==> config.mk <==
export PLATFORM = sky130hd
export DESIGN_NAME = memory_stage
export DESIGN_NICKNAME = d
export VERILOG_FILES = /design/src/rtl/memory_stage.sv
export SDC_FILE = /design/constraint.sdc
export NUM_CORES = 1
export LEC_CHECK = 0
export CAP_MARGIN = 20
export CORE_ASPECT_RATIO = 0.9
export CORE_MARGIN = 2
export CORE_UTILIZATION = 46
export DETAILED_ROUTE_END_ITERATION = 8
export PLACE_DENSITY = 0.86
export SYNTH_ARGS = -nofsm -noshare
export SYNTH_HDL_FRONTEND = slang
export SYNTH_SLANG_ARGS = --single-unit
==> constraint.sdc <==
create_clock -name clock -period 7.6 [get_ports clock]
set_input_delay 0.76 -clock clock [delete_from_list [all_inputs] [get_ports clock]]
set_output_delay 0.76 -clock clock [all_outputs]
set_load 0.01 [all_outputs]
==> src/rtl/memory_stage.sv <==
// Memory-access pipeline stage: registers execute results, runs a single-outstanding
// load/store on the data-memory port and drives the M/W forwarding buses.
module memory_stage #(
  parameter int CORE         = 0,
  parameter int DATA_WIDTH   = 32,
  parameter int ADDRESS_BITS = 20
) (
  input  logic                    clock,
  input  logic                    reset,
  input  logic                    valid_x,
  input  logic [DATA_WIDTH-1:0]   ALU_result,
  input  logic [DATA_WIDTH-1:0]   store_data,
  input  logic [2:0]              funct3,
  input  logic                    mem_read,
  input  logic                    mem_write,
  input  logic [4:0]              regDest_x,
  input  logic                    regEn_x,
  output logic                    stall,
  output logic                    d_req,
  output logic                    d_we,
  output logic [ADDRESS_BITS-1:0] d_addr,
  output logic [DATA_WIDTH-1:0]   d_wdata,
  output logic [3:0]              d_byteen,
  input  logic                    d_ready,
  input  logic                    d_rvalid,
  input  logic [DATA_WIDTH-1:0]   d_rdata,
  output logic [DATA_WIDTH-1:0]   regRead_m,
  output logic [4:0]              regDest_m,
  output logic                    regEn_m,
  output logic [DATA_WIDTH-1:0]   regRead_w,
  output logic [4:0]              regDest_w,
  output logic                    regEn_w,
  output logic                    misaligned,
  input  logic                    report
);

  typedef enum logic [1:0] {IDLE, REQ, RESP} state_t;

  state_t                  state_reg;
  logic                    m_valid_reg;
  logic [DATA_WIDTH-1:0]   m_result_reg;
  logic [DATA_WIDTH-1:0]   m_store_reg;
  logic [2:0]              m_funct3_reg;
  logic                    m_read_reg;
  logic                    m_write_reg;
  logic [4:0]              m_dest_reg;
  logic                    m_en_reg;
  logic                    w_en_reg;
  logic [DATA_WIDTH-1:0]   w_data_reg;
  logic [4:0]              w_dest_reg;

  logic                    x_memop, x_misaligned;
  logic                    m_memop, m_misaligned, m_access;
  logic                    done;
  logic [DATA_WIDTH-1:0]   shifted_rdata;
  logic [DATA_WIDTH-1:0]   load_data;
  logic                    w_en_next;
  logic [DATA_WIDTH-1:0]   w_data_next;
  logic                    unused_ok;

  function automatic logic is_misaligned(input logic [2:0] f3, input logic [1:0] a);
    case (f3[1:0])
      2'b01:   return a[0];
      2'b10:   return a != 2'b00;
      default: return 1'b0;
    endcase
  endfunction

  assign x_memop      = valid_x & (mem_read | mem_write);
  assign x_misaligned = x_memop & is_misaligned(funct3, ALU_result[1:0]);
  assign m_memop      = m_valid_reg & (m_read_reg | m_write_reg);
  assign m_misaligned = m_memop & is_misaligned(m_funct3_reg, m_result_reg[1:0]);
  assign m_access     = m_memop & ~m_misaligned;

  assign done  = ((state_reg == REQ) & d_ready & m_write_reg) |
                 ((state_reg == RESP) & d_rvalid);
  assign stall = m_access & ~done;

  // Request fields come straight from M, which is frozen while stalled, so they stay stable.
  assign d_req  = (state_reg == REQ);
  assign d_we   = d_req & m_write_reg;
  assign d_addr = d_req ? m_result_reg[ADDRESS_BITS-1:0] : '0;

  always_comb begin
    d_wdata  = '0;
    d_byteen = 4'b0000;
    if (d_we) begin
      case (m_funct3_reg[1:0])
        2'b00: begin
          d_wdata  = {(DATA_WIDTH/8){m_store_reg[7:0]}};
          d_byteen = 4'b0001 << m_result_reg[1:0];
        end
        2'b01: begin
          d_wdata  = {(DATA_WIDTH/16){m_store_reg[15:0]}};
          d_byteen = m_result_reg[1] ? 4'b1100 : 4'b0011;
        end
        default: begin
          d_wdata  = m_store_reg;
          d_byteen = 4'b1111;
        end
      endcase
    end
  end

  assign shifted_rdata = d_rdata >> {m_result_reg[1:0], 3'b000};

  always_comb begin
    case (m_funct3_reg)
      3'b000:  load_data = {{(DATA_WIDTH-8){shifted_rdata[7]}}, shifted_rdata[7:0]};
      3'b001:  load_data = {{(DATA_WIDTH-16){shifted_rdata[15]}}, shifted_rdata[15:0]};
      3'b100:  load_data = {{(DATA_WIDTH-8){1'b0}}, shifted_rdata[7:0]};
      3'b101:  load_data = {{(DATA_WIDTH-16){1'b0}}, shifted_rdata[15:0]};
      default: load_data = shifted_rdata;
    endcase
  end

  // Only a completed load or a non-memory op writes back; x0 never does.
  always_comb begin
    w_en_next   = 1'b0;
    w_data_next = m_result_reg;
    if (m_valid_reg && m_en_reg && (m_dest_reg != 5'd0)) begin
      if (!m_memop) begin
        w_en_next = 1'b1;
      end else if (m_access && m_read_reg && (state_reg == RESP) && d_rvalid) begin
        w_en_next   = 1'b1;
        w_data_next = load_data;
      end
    end
  end

  always_ff @(posedge clock or posedge reset) begin
    if (reset) begin
      state_reg    <= IDLE;
      m_valid_reg  <= 1'b0;
      m_result_reg <= '0;
      m_store_reg  <= '0;
      m_funct3_reg <= 3'b000;
      m_read_reg   <= 1'b0;
      m_write_reg  <= 1'b0;
      m_dest_reg   <= 5'd0;
      m_en_reg     <= 1'b0;
      w_en_reg     <= 1'b0;
      w_data_reg   <= '0;
      w_dest_reg   <= 5'd0;
    end else begin
      if (!stall) begin
        state_reg    <= (x_memop && !x_misaligned) ? REQ : IDLE;
        m_valid_reg  <= valid_x;
        m_result_reg <= ALU_result;
        m_store_reg  <= store_data;
        m_funct3_reg <= funct3;
        m_read_reg   <= mem_read;
        m_write_reg  <= mem_write;
        m_dest_reg   <= regDest_x;
        m_en_reg     <= regEn_x;
      end else if ((state_reg == REQ) && d_ready && m_read_reg) begin
        state_reg <= RESP;
      end
      w_en_reg   <= w_en_next;
      w_data_reg <= w_data_next;
      w_dest_reg <= m_dest_reg;
    end
  end

  assign regRead_m  = m_result_reg;
  assign regDest_m  = m_dest_reg;
  assign regEn_m    = m_valid_reg & m_en_reg & ~m_read_reg;
  assign regRead_w  = w_data_reg;
  assign regDest_w  = w_dest_reg;
  assign regEn_w    = w_en_reg;
  assign misaligned = m_misaligned;

  // The debug dump hook and core index have no hardware function.
  assign unused_ok = report ^ CORE[0];

endmodule

# ---- Yosys cells after proc, flatten, opt, wreduce, memory -nomap -nowiden
# Index checks and enable logic that the tools add are counted.
dict set report word_totals {
  ff_bits 116
  out_inout_bits 136
  wordCells 74
}
dict set report op_classes {
  n_eq_ne 10
  n_shift 2
  mux 18
  bitwise_logic 18
  n_reduce_logical 14
}
# operator count
set ops {}
lappend ops {{32-bit 2-to-1 mux} 4}
lappend ops {{32-bit one-hot mux with 4 select lines} 1}
lappend ops {{32-bit one-hot mux with 2 select lines} 1}
lappend ops {{32-bit by 5-bit right shift with 32-bit output} 1}
lappend ops {{20-bit 2-to-1 mux} 1}
lappend ops {{1-bit AND} 12}
lappend ops {{1-bit logical AND} 8}
lappend ops {{4-bit 2-to-1 mux} 2}
lappend ops {{4-bit one-hot mux with 2 select lines} 1}
lappend ops {{2-bit by 1-bit == test with 1-bit output, second input constant} 3}
lappend ops {{2-bit == test, second input constant} 3}
lappend ops {{3-bit == test, second input constant} 2}
lappend ops {{5-bit nonzero test} 1}
lappend ops {{1-bit 2-to-1 mux} 4}
lappend ops {{2-bit 2-to-1 mux} 2}
lappend ops {{1-bit one-hot mux with 2 select lines} 2}
lappend ops {{2-bit nonzero test} 2}
lappend ops {{1-bit by 2-bit left shift with 4-bit output, first input constant} 1}
lappend ops {{3-bit by 1-bit == test with 1-bit output, second input constant} 1}
lappend ops {{3-bit zero test} 1}
lappend ops {{1-bit inverter} 3}
lappend ops {{1-bit OR} 3}
lappend ops {{2-bit zero test} 1}
lappend ops {{2-bit by 1-bit != test with 1-bit output, second input constant} 1}
lappend ops {{1-bit zero test} 1}

# ---- Longest topological paths before layout
# Gate-level depths: netlist of run 1.
dict set report depth {
  ltp_word 11
  mapped_depth 10
}

# ---- Least setup slack after synthesis of run 1
# No wires, ideal clock.
dict set report synth_path {
  kind {reg-to-output}
  from {reg m_funct3_reg[0]}
  to {out d_wdata[30]}
  t_arrival_ns 1.672
  required_ns 6.840
  path_slack_ns 5.168
  stages_incl_launch_ff 8
  path_buffers 2
  cell_sequence {dfrtp_1 -> inv_1 -> ha_1 -> clkbuf_1 -> nor2_1 -> buf_2 -> nand2_1 -> a31oi_1}
}
dict set report synth_via {
  elab_chain_len 3
  elab_cells_between_ends 4
  cone_classes {eq/ne (1); mux (2); reduce/logical (1)}
}
# item line_no
set synth_rtl {}
lappend synth_rtl {{from (decl)} 43} ;# logic [2:0] m_funct3_reg;
lappend synth_rtl {{from (signal assigned)} 151} ;# m_funct3_reg <= funct3;
lappend synth_rtl {{2-bit by 1-bit == test with 1-bit output or 2-bit zero test (tied branches)} 88} ;# case (m_funct3_reg[1:0])
lappend synth_rtl {{32-bit one-hot mux with 2 select lines *} 88}
lappend synth_rtl {{32-bit 2-to-1 mux *} 87} ;# if (d_we) begin
lappend synth_rtl {{to (decl)} 22} ;# output logic [DATA_WIDTH-1:0] d_wdata,
# Mark *: on every way between the ends. The rest lies on a longest branch, timed or not.

# ---- Worst setup path after layout of run 1
dict set report layout_path {
  from {reg state_reg[0]}
  to {out stall}
}
dict set report layout_via {
  elab_chain_len 6
  elab_cells_between_ends 8
  cone_classes {eq/ne (2); bitwise (6)}
}
# item line_no
set layout_rtl {}
lappend layout_rtl {{from (decl)} 39} ;# state_t state_reg;
lappend layout_rtl {{from (signal assigned)} 147} ;# state_reg <= (x_memop && !x_misaligned) ? REQ : IDLE;
lappend layout_rtl {{2-bit by 1-bit == test with 1-bit output} 75} ;# assign done = ((state_reg == REQ) & d_ready & m_write_reg) |
lappend layout_rtl {{1-bit AND (2 in a row)} 75}
lappend layout_rtl {{1-bit OR *} 75}
lappend layout_rtl {{1-bit inverter *} 77} ;# assign stall = m_access & ~done;
lappend layout_rtl {{1-bit AND *} 77}
lappend layout_rtl {{to (decl)} 18} ;# output logic stall,
# Marked as above.

==> key figures, run 1 <==
STA
  • Fin. max-slew vios: 0
  • Final period utilization: 0.592
  • Final Setup Violations: 0
  • Final Skew: 0.00868 ns
  • RSZ-0062 raised after global routing: false
  • Least-Margin Pin Slew: around 1.0 ns
  • Max frequency: 0.222 GHz
  • Max_slew headroom: 0.315
  • Fin Setup TNS: 0 ns
  • Crit path time final: between 4 and 5 ns
  • Final Hold Vio Count: 0

Pwr
  • Peak supply drop: 0.353 mV
  • Power share of the clock group: 0.187
  • Internal power: 2.78 mW
  • Power per standard cell area: roughly 500 mW/mm²
  • Switching Share: 0.365
  • Sequential share of power: 0.268
  • Static Leakage: between 3 and 4 nW
  • Logic pwr share: 0.545
  • Psw: 1.60 mW

Place
  • Dpl cell area: around 0.0083 mm²
  • DP HPWL: 12700 µm
  • Placed cells: 893
  • Number of buffers added on ports: 247
  • RePlAce Congestion: 0.872

Synth
  • Seq/Total Area, Yosys: 0.495
  • Synth top cells by count: 116 x dfrtp_1, 70 x nand2_1, 68 x mux2_2, 47 x a21oi_1, 29 x and2_1
  • Top cell type's share of synthesized area: 0.495
  • Mapped Cells: 514
  • Synth area leader: dfrtp_1
  • Post-synthesis cell type count: 48
  • Dominant synthesized flop cell: dfrtp_1
  • Mean Syn Cell Area: 11.4 µm²
  • Top cells by area, synth: dfrtp_1 50%, mux2_2 13%, mux2_4 6.1%, nand2_1 4.5%, a21oi_1 4.0%
  • Number of synthesized flops with an enable pin: 0
  • Top-count cell post-synth: dfrtp_1
  • Cell area after synthesis: a little under 0.006 mm²
  • Synth Register Bits: between 100 and 150
  • Yosys warns: 0
  • Syn nets: 632
  • Ys async rst share: 1.00

Routing
  • DR WL/cell: 19.7 µm
  • Post-Route WL: around 18000 µm
  • DR vias: between 5000 and 6000
  • DR vias/cell: 5.43
  • Initial DRC Count: roughly 290
  • Drt pass-1 iters: 4
  • Remaining antenna violation count: 0
  • Drt drc: 0

Global routing
  • GR Overflow Total: 0
  • First-pass GRT wire length: about 28000 µm
  • Total GRT Usage: 0.271
  • Largest net degree at the start of global routing: 79
  • Vias in the first global route: roughly 5200
  • Initial antenna violation count: 0

Clock network
  • Post_cts resized: 0
  • Root Buffer: clkbuf_16
  • Total CTS buffers: 17
  • Clk slew on worst S/H paths: roughly 0.060 ns
  • Post-CTS Setup Bufs: 0
  • CTS tree: yes
  • CTS max path bufs: 2
  • Clock latency on the worst-skew pair: 0.42 ns
  • Hold buffer count at cts: 0
  • Clock sink count: 116
  • # H-tree levels: 4

Hold path
  • Min-delay src: regDest_m[4]
  • Tightest Hold Check Type: flop to flop

Cells and area
  • Share of cells above drive strength 1: 0.195
  • Post-layout instance area: 0.00899 mm²
  • Final Non-Filler Cells: 927
  • Register area: ~0.0029 mm²
  • Fill cell count: 889
  • Multi-input logic area: 0.00268 mm²
  • ANT cells: 0
  • Area grow syn2layout: 53.4%
  • Nets: ~870

Critical path
  • Buf+Inv Stages, Crit Path: 4
  • CP delay by family, top: simple AND/OR/NAND/NOR gates
  • Crit-path most repeated cell: inv_2
  • Reg2Reg Setup Slack: 3.95 ns
  • CP endpoint kind: output port
  • Crit path required time: ~6.8 ns
  • Crit path arrival time: 3.74 ns
  • Slowest CP cell: nand2_1
  • Crit path largest cell delay: 0.78 ns
  • Crit path cell chain: nor2b_2 > nand2_1 > inv_2 > nand2_2 > nand3_4 > buf_4 > inv_2 > clkdlybuf4s50_1
  • Worst Path Max Fanout: 29
  • Critical path startpoint: state_reg[0]
  • R2r startpoint: state_reg[0]
  • Crit path kind: flop to output port
  • Startpoint types: flop

Floorplanning
  • Rows: 39
  • Die Span Y: 111 µm
  • Die Wd: 123 µm
  • Num ports: 249
  • Starting Density: 0.466
  • Core Box Area: 0.0126 mm²
  • Die area: around 0.014 mm²

Run
  • Max-cap violations: 0

Run status
  • Outcome: finished, final reports clean
## metal layers
layer / vias up / track usage / share of wire
met5: - / 0 / 0
met1: 2433 / 0.310 / 0.38
met3: 47 / 0.0905 / 0.092
li1: 2281 / - / -
met4: 0 / 0.114 / 0.030
met2: 268 / 0.460 / 0.49
## cell usage in the layout (no fill, tap or decap), types with 3 or more instances in the layout
cell type	n
ha_1	5
o21ai_0	9
buf_4	5
clkbuf_16	17
a31oi_1	25
clkinv_2	6
bufinv_16	3
mux2_2	68
inv_1	7
nor2_1	12
mux2_4	24
clkdlybuf4s50_1	247
clkbuf_8	4
dfrtp_1	116
a211oi_1	5
nor2b_1	7
mux2i_1	12
a31oi_2	4
a21oi_1	46
and2_1	28
nand2_1	70
a2bb2oi_1	5
## area by class of cell
cell class                 instances  share of cell area
clock buffer                      22              0.0539
clock inverter                    10              0.0142
inverter                          10             0.00445
multi-input combinational        351               0.298
sequential                       116               0.323
tap                              164              0.0228
timing repair buffer             254               0.283
## cells by family after synthesis
family | share of synthesized area
muxes | 0.216
buffers and inverters | 0.0482
and+or+nand+nor | 0.115
adders and majority gates | 0.0107
AOI/OAI and AO/OA | 0.114
DFF | 0.495
## path summary, 6_finish.rpt
path,to,cells past startpoint
worst max-delay path,stall,8
worst min-delay path,regDest_w[4],0
worst max register to register,regRead_m[19],8
worst min register to register,regDest_w[4],0
max in group asynchronous,m_store_reg[18],3
min in group asynchronous,regEn_w,2
## power groups by stage
stage	logic [mW]	clock network [mW]	registers, mW
after floorplan	1.37	0	1.22
after global placement	2.30	0	1.16
after detailed placement	2.35	0	1.18
after CTS	2.37	0.832	1.17
after global routing	2.56	0.864	1.21
final	2.39	0.821	1.17
## stage by stage
stage,util,setup WS [ns],total power [mW],hold slack (ns)
after floorplan,-,3.77,2.58,0.450
after global placement,0.662,3.01,3.46,0.403
after detailed placement,0.662,2.91,3.53,0.416
after CTS,0.711,2.47,4.38,0.429
after global routing,0.714,2.79,4.64,0.446
final,0.714,3.10,4.39,0.427
Power figures use the tool's default switching activity.
==> run 2, diff against run 1 <==
CORE_UTILIZATION = 39   (was 46)
PLACE_DENSITY = 0.77   (was 0.86)
clock period = 3.6 ns   (was 7.6 ns; I/O delays follow)
==> run 2 against run 1 <==
  * Clock skew increased by 0.0017 ns
  * Non-clock buffer count rose by 3
  * Wire length rose by 2.2%
  * Cell area rose by 1.4%
  * Largest power group unchanged
==> key figures, run 2 (same netlist as run 1, synthesis figures left out) <==
Clock network
  • CTS max path bufs: 2 (unchanged)
  • Root Buffer: clkbuf_16
  • CTS tree: yes
  • Total CTS buffers: 17 (unchanged)
  • Hold buffer count at cts: 0 (unchanged)
  • Clock sink count: 116 (unchanged)
  • Post-CTS Setup Bufs: 0 (unchanged)
  • # H-tree levels: 4 (unchanged)
  • Clk slew on worst S/H paths: 0.06 ns (about the same)
  • Post_cts resized: 0 (unchanged)
  • Clock latency on the worst-skew pair: 0.42 ns (about the same)

Routing
  • Post-Route WL: 18700 µm (+2.2%)
  • DR WL/cell: 19.4 µm (-1.7%)
  • DR vias/cell: 5.16 (-4.9%)
  • Initial DRC Count: 253 (-11%)
  • Drt drc: 0 (unchanged)
  • Remaining antenna violation count: 0 (unchanged)
  • Drt pass-1 iters: 5 (+1)
  • DR vias: 4976 (-1.1%)

Floorplanning
  • Die Span Y: 120 µm (+8.3%)
  • Die Wd: 133 µm (+8.3%)
  • Core Box Area: 0.0147 mm² (+17%)
  • Rows: 42 (+7.7%)
  • Die area: 0.0160 mm² (+17%)
  • Starting Density: 0.398 (-0.0672)
  • Num ports: 249 (unchanged)

Run status
  • Outcome: finished, final reports clean

Pwr
  • Peak supply drop: 0.550 mV (+56%)
  • Static Leakage: 3.81 nW (+0.85%)
  • Power per standard cell area: 1030 mW/mm² (+110%)

Cells and area
  • Nets: 871 (+0.35%)
  • ANT cells: 0 (unchanged)
  • Most frequent cells in the layout: 247 x clkdlybuf4s50_1, 116 x dfrtp_1, 70 x nand2_1
  • Share of cells above drive strength 1: 0.200 (+0.00446)
  • Commonest non-fill, non-tap cell in the layout: clkdlybuf4s50_1
  • Area grow syn2layout: 55.4%

STA
  • Hold Slack: 0.401 ns (-0.0263 ns)
  • Fin. max-slew vios: 0 (unchanged)
  • Max frequency: roughly 0.30 GHz
  • Max_slew headroom: 0.552 (+0.236)
  • Fin Setup TNS: 0 ns (unchanged)
  • Crit path time final: 3.34 ns
  • Final Setup Violations: 0 (unchanged)
  • Final Hold Vio Count: 0 (unchanged)
  • Least-Margin Pin Slew: 0.672 ns (-0.352 ns)
  • Final Skew: 0.0104 ns (+0.00170 ns)
  • RSZ-0062 raised after global routing: false
  • Final period utilization: 0.927

Run
  • Max-cap violations: 0 (unchanged)

Critical path
  • Crit path required time: 3.24 ns (-3.60 ns)
  • Worst Path Max Fanout: 16 (-45%)
  • Crit path arrival time: 2.98 ns (-0.76 ns)
  • Crit path kind: flop to output port
  • Startpoint types: flop
  • CP endpoint kind: output port

Global routing
  • First-pass GRT wire length: 28800 µm (+3.1%)
  • Largest net degree at the start of global routing: 78 (-1.3%)
  • Total GRT Usage: 0.236 (-0.0353)
  • Vias in the first global route: 5084 (-2.8%)
  • Initial antenna violation count: 0 (unchanged)
  • GR Overflow Total: 0 (unchanged)

Place
  • Number of buffers added on ports: 247 (unchanged)
  • DP HPWL: 13200 µm (+3.6%)
  • RePlAce Congestion: 0.833 (-4.4%)

Hold path
  • Tightest Hold Check Type: input pin to async pin
[run 2: cell count changes in the layout (fill, tap and decap cells not counted), sizes merged]
cell | previous run | this run
clkinv | 6 | 5
clkinvlp | 1 | 2
buf | 7 | 10
clkbuf | 22 | 20
bufinv | 3 | 5
[run 2: power breakdown]
part	switching, mW	total, mW	internal [mW]
Sequential	0.486	2.48	1.99
Combinational	2.32	5.04	2.72
Clock	0.620	1.90	1.28
Total	3.43	9.42	5.99
[run 2: final timing paths]
kind / start / to / slack, ns / cells past startpoint
worst max-delay path: m_funct3_reg[1] / d_wdata[16] / 0.26 / 6
max in group asynchronous: reset / regRead_w[24] / 2.38 / 3
worst max register to register: m_funct3_reg[1] / regRead_w[29] / 0.85 / 7
worst min register to register: regDest_m[4] / regDest_w[4] / 0.42 / 0
min in group clock: regDest_m[4] / regDest_w[4] / 0.42 / 0
worst min-delay path: reset / regRead_w[22] / 0.40 / 2
[run 2: layout make-up]
type | count | area (µm²)
clock buffer | 20 | 467
clock inverter | 12 | 201
fill | 1118 | 5600
inverter | 10 | 40.0
multi-input combinational | 351 | 2680
sequential | 116 | 2900
tap | 198 | 248
timing repair buffer | 257 | 2570
[run 2: routing by layer]
layer	global-route usage	routed length [µm]	up-vias
met2	0.392	9010	272
met5	0	0	-
li1	-	-	2283
met1	0.287	7660	2383
met4	0.0984	486	0
met3	0.0709	1550	38
[run 2: worst max-delay path: stages (launching register included)]
cell	delay, ns
dfrtp_1	0.38
inv_1	0.11
ha_1	0.57
or2_1	0.62
nand2_1	0.11
a21oi_1	0.19
clkdlybuf4s50_1	0.57
[run 2: through the flow]
stage          power, mW  worst slack, ns  cell area, µm²  std cells   util
2_1_floorplan       5.45            0.168            5860        514      -
3_3_place_gp        7.38            0.750            8450        932  0.574
3_5_place_dp        7.54            0.692            8450        932  0.574
4_1_cts             9.49            0.221            9110        964  0.619
5_1_grt             9.93           0.0570            9110        964  0.619
6_report            9.42            0.263            9110        964  0.619
